--- src/rtl/padding_stream.sv ---
// padding_stream
//   Surrounds a raster-order feature map with a border of pad pixels. The input map
//   is SIZE_H x SIZE_W pixels, each CHANNEL lanes of N bits. The output map is
//   (PAD_T+SIZE_H+PAD_B) x (PAD_L+SIZE_W+PAD_R) pixels. Both sides use valid/ready
//   handshakes. The output is registered, so a beat appears one cycle after it is
//   accepted.
//
// Ports
//   clk        clock
//   rst_n      synchronous active-low reset
//   ce         enable; low aborts the current frame on the next edge
//   pad_value  pad pixel value, captured when pixel (0,0) of each frame is issued
//   din        input pixel
//   din_vld    input pixel valid
//   din_rdy    input accepted this cycle (combinational, independent of din_vld)
//   dout       output pixel (registered)
//   dout_vld   output pixel valid
//   dout_rdy   downstream accepts dout
//   dout_eol   dout is the last pixel of an output row
//   dout_last  dout is the last pixel of the frame
//   busy       a frame has been started and its last beat has not yet transferred
module padding_stream #(
    parameter int N       = 8,
    parameter int CHANNEL = 3,
    parameter int SIZE_H  = 32,
    parameter int SIZE_W  = 32,
    parameter int PAD_T   = 1,
    parameter int PAD_B   = 1,
    parameter int PAD_L   = 1,
    parameter int PAD_R   = 1
) (
    input  logic                   clk,
    input  logic                   rst_n,
    input  logic                   ce,
    input  logic [CHANNEL*N-1:0]   pad_value,
    input  logic [CHANNEL*N-1:0]   din,
    input  logic                   din_vld,
    output logic                   din_rdy,
    output logic [CHANNEL*N-1:0]   dout,
    output logic                   dout_vld,
    input  logic                   dout_rdy,
    output logic                   dout_eol,
    output logic                   dout_last,
    output logic                   busy
);

    localparam int W     = CHANNEL * N;
    localparam int OUT_H = SIZE_H + PAD_T + PAD_B;
    localparam int OUT_W = SIZE_W + PAD_L + PAD_R;
    localparam int RW    = $clog2(OUT_H + 1);
    localparam int CW    = $clog2(OUT_W + 1);

    localparam logic [RW-1:0] ROW_LO   = RW'(PAD_T);
    localparam logic [RW-1:0] ROW_SPAN = RW'(SIZE_H);
    localparam logic [RW-1:0] ROW_LAST = RW'(OUT_H - 1);
    localparam logic [CW-1:0] COL_LO   = CW'(PAD_L);
    localparam logic [CW-1:0] COL_SPAN = CW'(SIZE_W);
    localparam logic [CW-1:0] COL_LAST = CW'(OUT_W - 1);

    logic [RW-1:0] row, row_nxt;
    logic [CW-1:0] col, col_nxt;
    logic [W-1:0]  pad_reg, pad_cur;
    logic [RW-1:0] row_off;
    logic [CW-1:0] col_off;
    logic          load, interior, issue;
    logic          at_first, at_eol, at_last;

    // Interior test as a single unsigned compare: rows above the map wrap the
    // offset to at least 2^RW - PAD_T, which always exceeds SIZE_H because the
    // counter width covers OUT_H.
    assign row_off  = row - ROW_LO;
    assign col_off  = col - COL_LO;
    assign interior = (row_off < ROW_SPAN) && (col_off < COL_SPAN);

    assign load     = ~dout_vld | dout_rdy;
    assign din_rdy  = ce & load & interior;
    assign issue    = ce & load & (~interior | din_vld);

    assign at_first = (row == '0) && (col == '0);
    assign at_eol   = (col == COL_LAST);
    assign at_last  = at_eol && (row == ROW_LAST);

    // Pixel (0,0) takes the live pad_value so a new frame picks up the new value
    // on its very first beat; the rest of the frame uses the captured copy.
    assign pad_cur  = at_first ? pad_value : pad_reg;

    always_comb begin
        row_nxt = row;
        col_nxt = col;
        if (at_eol) begin
            col_nxt = '0;
            row_nxt = at_last ? '0 : row + 1'b1;
        end else begin
            col_nxt = col + 1'b1;
        end
    end

    always_ff @(posedge clk) begin
        if (!rst_n) begin
            row       <= '0;
            col       <= '0;
            pad_reg   <= '0;
            dout      <= '0;
            dout_vld  <= 1'b0;
            dout_eol  <= 1'b0;
            dout_last <= 1'b0;
            busy      <= 1'b0;
        end else if (!ce) begin
            row       <= '0;
            col       <= '0;
            dout_vld  <= 1'b0;
            dout_eol  <= 1'b0;
            dout_last <= 1'b0;
            busy      <= 1'b0;
        end else if (load) begin
            if (issue) begin
                dout      <= interior ? din : pad_cur;
                dout_vld  <= 1'b1;
                dout_eol  <= at_eol;
                dout_last <= at_last;
                row       <= row_nxt;
                col       <= col_nxt;
                if (at_first) begin
                    pad_reg <= pad_value;
                end
            end else begin
                dout_vld <= 1'b0;
            end
            // Starting a new frame wins over finishing the old one, so busy
            // stays high across back-to-back frames.
            if (issue && at_first) begin
                busy <= 1'b1;
            end else if (dout_vld && dout_rdy && dout_last) begin
                busy <= 1'b0;
            end
        end
    end

endmodule

--- config.mk ---
export PLATFORM = sky130hd
export DESIGN_NAME = padding_stream
export DESIGN_NICKNAME = d
export VERILOG_FILES = /design/src/rtl/padding_stream.sv
export SDC_FILE = /design/constraint.sdc
export NUM_CORES = 1
export LEC_CHECK = 0
export BUFFER_PORTS_ARGS = -buffer_cell sky130_fd_sc_hd__buf_2
export CORE_MARGIN = 2
export CORE_UTILIZATION = 48
export CTS_BUF_LIST = sky130_fd_sc_hd__clkbuf_16
export DETAILED_ROUTE_END_ITERATION = 8
export PLACE_DENSITY = 0.8
export SLEW_MARGIN = 20
export SYNTH_ARGS = -nofsm -noshare
export SYNTH_HDL_FRONTEND = slang
export SYNTH_SLANG_ARGS = --single-unit
--- constraint.sdc ---
create_clock -name clk -period 1.97 [get_ports clk]
set_clock_uncertainty 0.05 [all_clocks]
set_input_delay 0.197 -clock clk [delete_from_list [all_inputs] [get_ports clk]]
set_output_delay 0.197 -clock clk [all_outputs]
set_load 0.01 [all_outputs]
Yosys cells after proc, flatten, opt, wreduce, memory -nomap -nowiden
Index checks and enable logic that the tools add are counted.
{ "word_totals": {"reg_bits": 64, "latch_bits": 0, "ramBits": 0, "mem_bits_ro": 0, "output_inout_bits": 29, "mem_count": 0} }
{ "op_classes": {"addsub": 4, "multipliers": 0, "n_div": 0, "n_lt_le_gt_ge": 2, "n_eq_ne": 2, "shift": 0, "mux": 7, "bitwise": 7, "reduce_logical": 14} }
{ "op_table": {"columns": ["op", "n"], "rows": [
  ["two-way mux 24 bit", 2],
  ["adder 6 x 1 -> 6 bit (second input constant)", 2],
  ["== test 6 bit (second input constant)", 2],
  ["zero test 6 bit", 2],
  ["< comparator 6 bit (second input constant)", 2],
  ["two-way mux 6 bit", 2],
  ["subtractor 6 x 1 -> 6 bit (second input constant)", 2],
  ["logical AND 1 bit", 6],
  ["AND reduction 2 bit", 3],
  ["AND reduction 3 bit", 2],
  ["AND 1 bit", 3],
  ["two-way mux 1 bit", 3],
  ["inverter 1 bit", 2],
  ["bitwise OR 1 bit", 2],
  ["nonzero test 2 bit", 1]
]} }

Logic depth before layout (Yosys ltp)
Gate-level depths: netlist of the first run.
{ "depth": {"ltp_word": 9, "mapped_depth": 8} }

Worst setup path before layout of the first run
OpenSTA, ideal clock, no wires.
{ "synth_timing": {"kind": "flip-flop to flip-flop", "from": "register col[2]", "to": "register pad_reg[13]", "setup_ns": 0.145, "t_arrival_ns": 1.982, "t_required_ns": 1.775, "setup_slack_ns": -0.207, "stages_incl_launch_ff": 8, "cell_sequence": "dfxtp_1 or3_4 o31a_4 a2111o_1 buf_2 buf_2 a21oi_1 a211oi_1"} }
{ "synth_between": {"elab_chain_cells": 7, "word_cells_on_any_way": 10, "classes_between": "1 x add/sub; 1 x order compare; 1 x mux; 3 x bitwise; 4 x reduce/logical"} }
{ "synth_lines": {"columns": ["element", "line", "text"], "rows": [
  ["start, declared", "61", "logic [CW-1:0] col, col_nxt;"],
  ["start signal, assigned", "122", "col <= col_nxt;"],
  ["subtractor 6 x 1 -> 6 bit", "72", "assign col_off = col - COL_LO;"],
  ["< comparator 6 bit", "73", "assign interior = (row_off < ROW_SPAN) && (col_off < COL_SPAN);"],
  ["logical AND 1 bit", "73", null],
  ["inverter 1 bit", "77", "assign issue = ce & load & (~interior | din_vld);"],
  ["bitwise OR 1 bit", "77", null],
  ["AND 1 bit", "77", null],
  ["AND reduction 3 bit (no line)", null, null],
  ["end signal, assigned", "124", "pad_reg <= pad_value;"],
  ["end, declared", "62", "logic [W-1:0] pad_reg, pad_cur;"]
]} }
Parallel ways exist; a longest one is shown, timed or not.
A chain may end at the register's enable or synchronous reset.

Final worst setup path of the first run
{ "layout_timing": {"from": "register col[2]", "to": "register dout[17]"} }
{ "layout_between": {"elab_chain_cells": 7, "word_cells_on_any_way": 11, "classes_between": "1 x add/sub; 1 x order compare; 2 x mux; 3 x bitwise; 4 x reduce/logical"} }
{ "layout_lines": {"columns": ["element", "line", "text"], "rows": [
  ["subtractor 6 x 1 -> 6 bit", "72", null],
  ["< comparator 6 bit", "73", null],
  ["logical AND 1 bit", "73", null],
  ["inverter 1 bit", "77", null],
  ["bitwise OR 1 bit", "77", null],
  ["AND 1 bit", "77", null],
  ["AND reduction 3 bit (no line)", null, null],
  ["end signal, assigned", "117", "dout <= interior ? din : pad_cur;"],
  ["end, declared", "39", "output logic [CHANNEL*N-1:0] dout,"]
]} }
Parallel ways exist; a longest one is shown, timed or not.

==> results.sh, run 1 <==
export IMPL_clkTransAtPathRegs_ns=0.06
export IMPL_crit_fanout=19
export IMPL_fin_area_um2=4606
export IMPL_ys_ff_latch=64
export IMPL_cts_hold_fix_buffers=0
export IMPL_seq_area_um2=1282
export IMPL_rsz0062_at_grt="yes"
export IMPL_clk_path_buf_depth=2
export IMPL_grt_first_pass_wirelength_mm=14.97
export IMPL_slew_headroom_pct=24.24
export IMPL_yosysSeqAreaShare_pct=39.14
export IMPL_fin_nets=511
export IMPL_instances_no_fill=536
export IMPL_drive_above_1_share_pct=43.42
export IMPL_tightestPinTransition_ns=1.135
export IMPL_max_freq_mhz=436.1
export IMPL_worstSetupPathType="reg2reg"
export IMPL_fp_coreArea_um2=6681
export IMPL_cts_sinks=64
export IMPL_die_w_um=86.58
export IMPL_syn_to_final_growth_pct=40.71
export IMPL_initial_core_util_pct=48.99
export IMPL_finalHoldViolations=0
export IMPL_ys_warn_count=0
export IMPL_drtIter0Drc=243
export IMPL_endpoint_kind="flop"
export IMPL_die_area_um2=7495
export IMPL_start_kind="flop"
export IMPL_clkLatencyLatePin_ns=0.32
export IMPL_grt_pass1_vias=3155
export IMPL_ys_types=48
export IMPL_dieHeight_um=86.58
export IMPL_overflow=0
export IMPL_numCtsBuffers=9
export IMPL_violations="setup timing"
export IMPL_synth_nets=392
export IMPL_ant_nets=0
export IMPL_antenna_found_initial=0
export IMPL_synthArstFlopShare_pct=0
export IMPL_viasPerCell=5.881
export IMPL_setup_viol_count_final=65
export IMPL_p_total_uw=3568
export IMPL_n_fill_cell=466
export IMPL_cap_violations=0
export IMPL_leakage_uw=0.001879
export IMPL_power_density_nw_per_um2=774.7
export IMPL_vias=3152
export IMPL_final_common_cell="buf_2"
export IMPL_cp_arrival_ns=2.50
export IMPL_fin_crit_sh_pct=116.4
export IMPL_cts_root_buf="clkbuf_16"
export IMPL_run_status="finished, violations left"
export IMPL_place_congestion=0.8943
export IMPL_ios=82
export IMPL_fin_hold_ws_ns=0.1793
export IMPL_fin_crit_ns=2.293
export IMPL_place_area_um2=4054
export IMPL_ys_flop_type="dfxtp_1"
export IMPL_dp_hpwl_mm=6.229
export IMPL_n_antenna_cell=0
export IMPL_avgSynthCellArea_um2=9.829
export IMPL_h_tree_depth=3
export IMPL_multi_input_area_um2=1998
export IMPL_synth_enable_flop_cells=0
export IMPL_drt_total_wl_mm=9.675
export IMPL_maxSlewViolCount=0
export IMPL_syn_cell_area_um2=3273
export IMPL_hold_class="in2reg"
export IMPL_drc=0
export IMPL_peakVddDrop_v=0.0003747
export IMPL_grt_start_max_net_pins=26
export IMPL_layout_common_cells="80 x buf_2, 63 x dfxtp_1, 50 x mux2i_1, 39 x buf_4, 35 x nand2_1"
export IMPL_fin_ws_ns=-0.3233
export IMPL_dp_cells=515
export IMPL_fp_row_count=30
export IMPL_cts_tree="yes"
export IMPL_track_usage_pct=25.15
export IMPL_port_buffers=81
export IMPL_critPathRequiredTime_ns=2.18
export IMPL_netlist_instances=333
export IMPL_routedWlPerCell_um=18.05
export IMPL_first_pass_iters=4
## routing by layer
metal | routed length, um | GRT usage, %
met2 | 4823 | 42.24
met4 | 363 | 12.22
met5 | 0 | 0
met3 | 482 | 3.143
met1 | 4005 | 31.91
## power breakdown
group	internal [uW]	switching [uW]	leakage, uW
logic	229	257	0.00120
registers	1370	49.7	0.000527
clock network	1100	562	0.000155
## cell type report
cell class / count / area share (%)
inverters: 5 / 0.4075
clock inverters: 6 / 1.820
well taps: 80 / 2.173
multi-input cells: 238 / 43.39
clock buffers: 9 / 4.890
flip-flops and latches: 64 / 27.85
repair buffers: 134 / 19.48
## cells in the mapped netlist (2+ instances only)
cell type | instances | area share [%]
a211o_1 | 2 | 0.54
a22o_1 | 24 | 6.4
a211oi_2 | 7 | 2.7
nand4b_1 | 2 | 0.54
nor3_1 | 5 | 0.76
o311ai_0 | 2 | 0.54
buf_6 | 3 | 1.0
dlygate4sd3_1 | 2 | 0.61
and3_1 | 3 | 0.57
a21oi_1 | 30 | 4.6
dfxtp_1 | 64 | 39
buf_8 | 2 | 0.92
buf_4 | 3 | 0.69
nand3_1 | 15 | 2.3
nor2_1 | 5 | 0.57
mux2i_1 | 50 | 15
ha_1 | 6 | 2.3
o21ai_0 | 7 | 1.1
nand2_1 | 35 | 4.0
buf_2 | 4 | 0.61
and2_1 | 4 | 0.76
a32o_1 | 2 | 0.61
clkbuf_1 | 11 | 1.3
inv_1 | 4 | 0.46
o41ai_1 | 2 | 0.54
a211oi_1 | 17 | 3.9
## worst max-delay path, stage by stage (launching register included)
cell and delay (ns):
dfxtp_2 0.32, or3_4 0.40, o31a_4 0.32, buf_6 0.13, a2111o_1 0.42, a21oi_4 0.22
buf_12 0.18, a22o_1 0.17
## stage by stage
step	setup slack [ns]	util [%]	setup TNS, ns
global placement	-0.08186	60.67	-2.160
floorplan	-0.09676	-	-2.834
CTS	-0.2800	66.80	-11.27
global route	-0.3613	68.93	-18.20
detailed placement	-0.2347	60.67	-4.964
finish	-0.3233	68.93	-15.21
## cell families (layout without fill, tap and decap cells)
kind of cell	after synthesis	in the layout	synth area share, %
muxes	50	50	15.29
DFF	64	64	39.14
and+or+nand+nor	78	78	12.16
buffers and inverters	31	154	5.963
AOI/OAI and AO/OA	104	104	25.15
adders and majority gates	6	6	2.294
## worst paths after layout
check | from | to | slack, ns | depth (start not counted)
max | col[2] | dout[17] | -0.32 | 7
min | dout_rdy | dout_vld | 0.18 | 3
max reg2reg | col[2] | dout[17] | -0.32 | 7
min reg2reg | dout_eol | dout_eol | 0.42 | 2
## what timing repair did
action,in CTS,in global routing
gates cloned,0,0
resized for setup,19,26
setup buffers,4,2
setup endpoints to repair,60,65
pin swaps,5,19
Power figures use the tool's default switching activity.
==> run 2, diff against run 1 <==
--- a/config.mk
+++ b/config.mk
@@ -6,11 +6,13 @@
 export NUM_CORES = 1
 export LEC_CHECK = 0
 export BUFFER_PORTS_ARGS = -buffer_cell sky130_fd_sc_hd__buf_2
+export CELL_PAD_IN_SITES_DETAIL_PLACEMENT = 1
+export CELL_PAD_IN_SITES_GLOBAL_PLACEMENT = 2
 export CORE_MARGIN = 2
-export CORE_UTILIZATION = 48
+export CORE_UTILIZATION = 29
 export CTS_BUF_LIST = sky130_fd_sc_hd__clkbuf_16
 export DETAILED_ROUTE_END_ITERATION = 8
-export PLACE_DENSITY = 0.8
+export PLACE_DENSITY = 0.79
 export SLEW_MARGIN = 20
 export SYNTH_ARGS = -nofsm -noshare
 export SYNTH_HDL_FRONTEND = slang
==> results.sh, run 2 (same netlist as run 1, synthesis figures left out) <==
export IMPL_h_tree_depth=3
export IMPL_fin_ws_ns=-0.2608
export IMPL_die_w_um=110.2
export IMPL_clkLatencyLatePin_ns=0.33
export IMPL_fin_hold_ws_ns=0.1579
export IMPL_maxSlewViolCount=0
export IMPL_worstSetupPathType="reg2reg"
export IMPL_n_antenna_cell=0
export IMPL_clk_path_buf_depth=2
export IMPL_drc=0
export IMPL_endpoint_kind="flop"
export IMPL_fp_coreArea_um2=10940
export IMPL_grt_first_pass_wirelength_mm=16.39
export IMPL_ant_nets=0
export IMPL_hold_class="in2reg"
export IMPL_layout_common_cells="80 x buf_2, 63 x dfxtp_1, 50 x mux2i_1, 44 x buf_4, 35 x nand2_1"
export IMPL_p_total_uw=3706
export IMPL_slew_headroom_pct=61.21
export IMPL_fin_nets=524
export IMPL_port_buffers=81
export IMPL_critPathRequiredTime_ns=2.14
export IMPL_grt_pass1_vias=3258
export IMPL_track_usage_pct=17.71
export IMPL_cts_sinks=64
export IMPL_viasPerCell=5.169
export IMPL_crit_fanout=5
export IMPL_cp_arrival_ns=2.40
export IMPL_drive_above_1_share_pct=48.51
export IMPL_drt_total_wl_mm=10.97
export IMPL_routedWlPerCell_um=17.98
export IMPL_dieHeight_um=110.2
export IMPL_finalHoldViolations=0
export IMPL_vias=3153
export IMPL_drtIter0Drc=149
export IMPL_fp_row_count=38
export IMPL_antenna_found_initial=0
export IMPL_run_status="finished, violations left"
export IMPL_setup_viol_count_final=65
export IMPL_die_area_um2=12150
export IMPL_numCtsBuffers=9
export IMPL_grt_start_max_net_pins=23
export IMPL_leakage_uw=0.001956
export IMPL_cts_tree="yes"
export IMPL_peakVddDrop_v=0.0003373
export IMPL_dp_slack_ns=-0.1197
export IMPL_power_density_nw_per_um2=760.3
export IMPL_place_congestion=0.8624
export IMPL_dp_hpwl_mm=7.180
export IMPL_initial_core_util_pct=29.93
export IMPL_ios=82
export IMPL_first_pass_iters=4
export IMPL_final_common_cell="buf_2"
export IMPL_clkTransAtPathRegs_ns=0.06
export IMPL_max_freq_mhz=448.3
export IMPL_tightestPinTransition_ns=0.5819
export IMPL_fin_crit_ns=2.231
export IMPL_fin_crit_sh_pct=113.2
export IMPL_syn_to_final_growth_pct=48.93
export IMPL_violations="setup timing"
export IMPL_rsz0062_at_grt="yes"
export IMPL_cts_root_buf="clkbuf_16"
export IMPL_r2r_setup_slack_ns=-0.26
export IMPL_cap_violations=0
export IMPL_overflow=0
export IMPL_start_kind="flop"
==> run 2: area by class of cell <==
| cell class | count | area (um2) |
|---|---|---|
| fillers | 1252 | 6061 |
| repair buffers | 147 | 1046 |
| inverters | 5 | 18.77 |
| multi-input cells | 238 | 2031 |
| clock inverters | 7 | 96.34 |
| flip-flops and latches | 64 | 1282 |
| well taps | 140 | 175.2 |
| clock buffers | 9 | 225.2 |
==> run 2: metal layers <==
| metal | routed length, um | track usage, % | vias to the layer above |
|---|---|---|---|
| met1 | 4901 | 21.82 | 1532 |
| met5 | 0 | 0 | - |
| met4 | 264 | 7.589 | 0 |
| li1 | - | - | 1519 |
| met3 | 499 | 3.233 | 17 |
| met2 | 5302 | 30.19 | 85 |
==> run 2: through the flow <==
step / setup TNS, ns / util, % / cells / cell area (um2)
after detailed placement: -5.035 / 37.92 / 579 / 4146
after CTS: -13.28 / 43.22 / 607 / 4726
after floorplan: -2.834 / - / 333 / 3344
after global routing: -15.30 / 44.58 / 610 / 4875
after global placement: -2.795 / 37.92 / 579 / 4146
final: -10.51 / 44.58 / 610 / 4875
==> run 2: timing repair <==
| item | 4_1_cts | 5_1_grt |
|---|---|---|
| buffers inserted | 10 | 4 |
| endpoints found under the setup margin | 57 | 65 |
| pin swaps | 27 | 18 |
| hold buffers | 0 | 0 |
| resized for setup | 40 | 34 |
| gates cloned | 3 | 2 |
==> run 2: worst max-delay path: stages (launching register included) <==
cell       delay (ns)
dfxtp_2          0.32
or3_4            0.40
o31a_4           0.31
buf_6            0.12
a2111oi_4        0.26
buf_4            0.19
buf_6            0.13
buf_6            0.10
o311ai_1         0.12
o41ai_1          0.11
==> run 2: worst paths after layout <==
| check | end | cells after the start | from |
|---|---|---|---|
| worst max-delay path | col[4] | 9 | col[2] |
| worst max register to register | col[4] | 9 | col[2] |
| worst min register to register | dout[5] | 1 | dout[5] |
| worst min-delay path | dout_vld | 3 | dout_rdy |
==> run 2: report_power, final <==
part	switching, uW	internal [uW]
registers	46.9	1370
clock network	621	1110
logic	290	268
total	958	2750
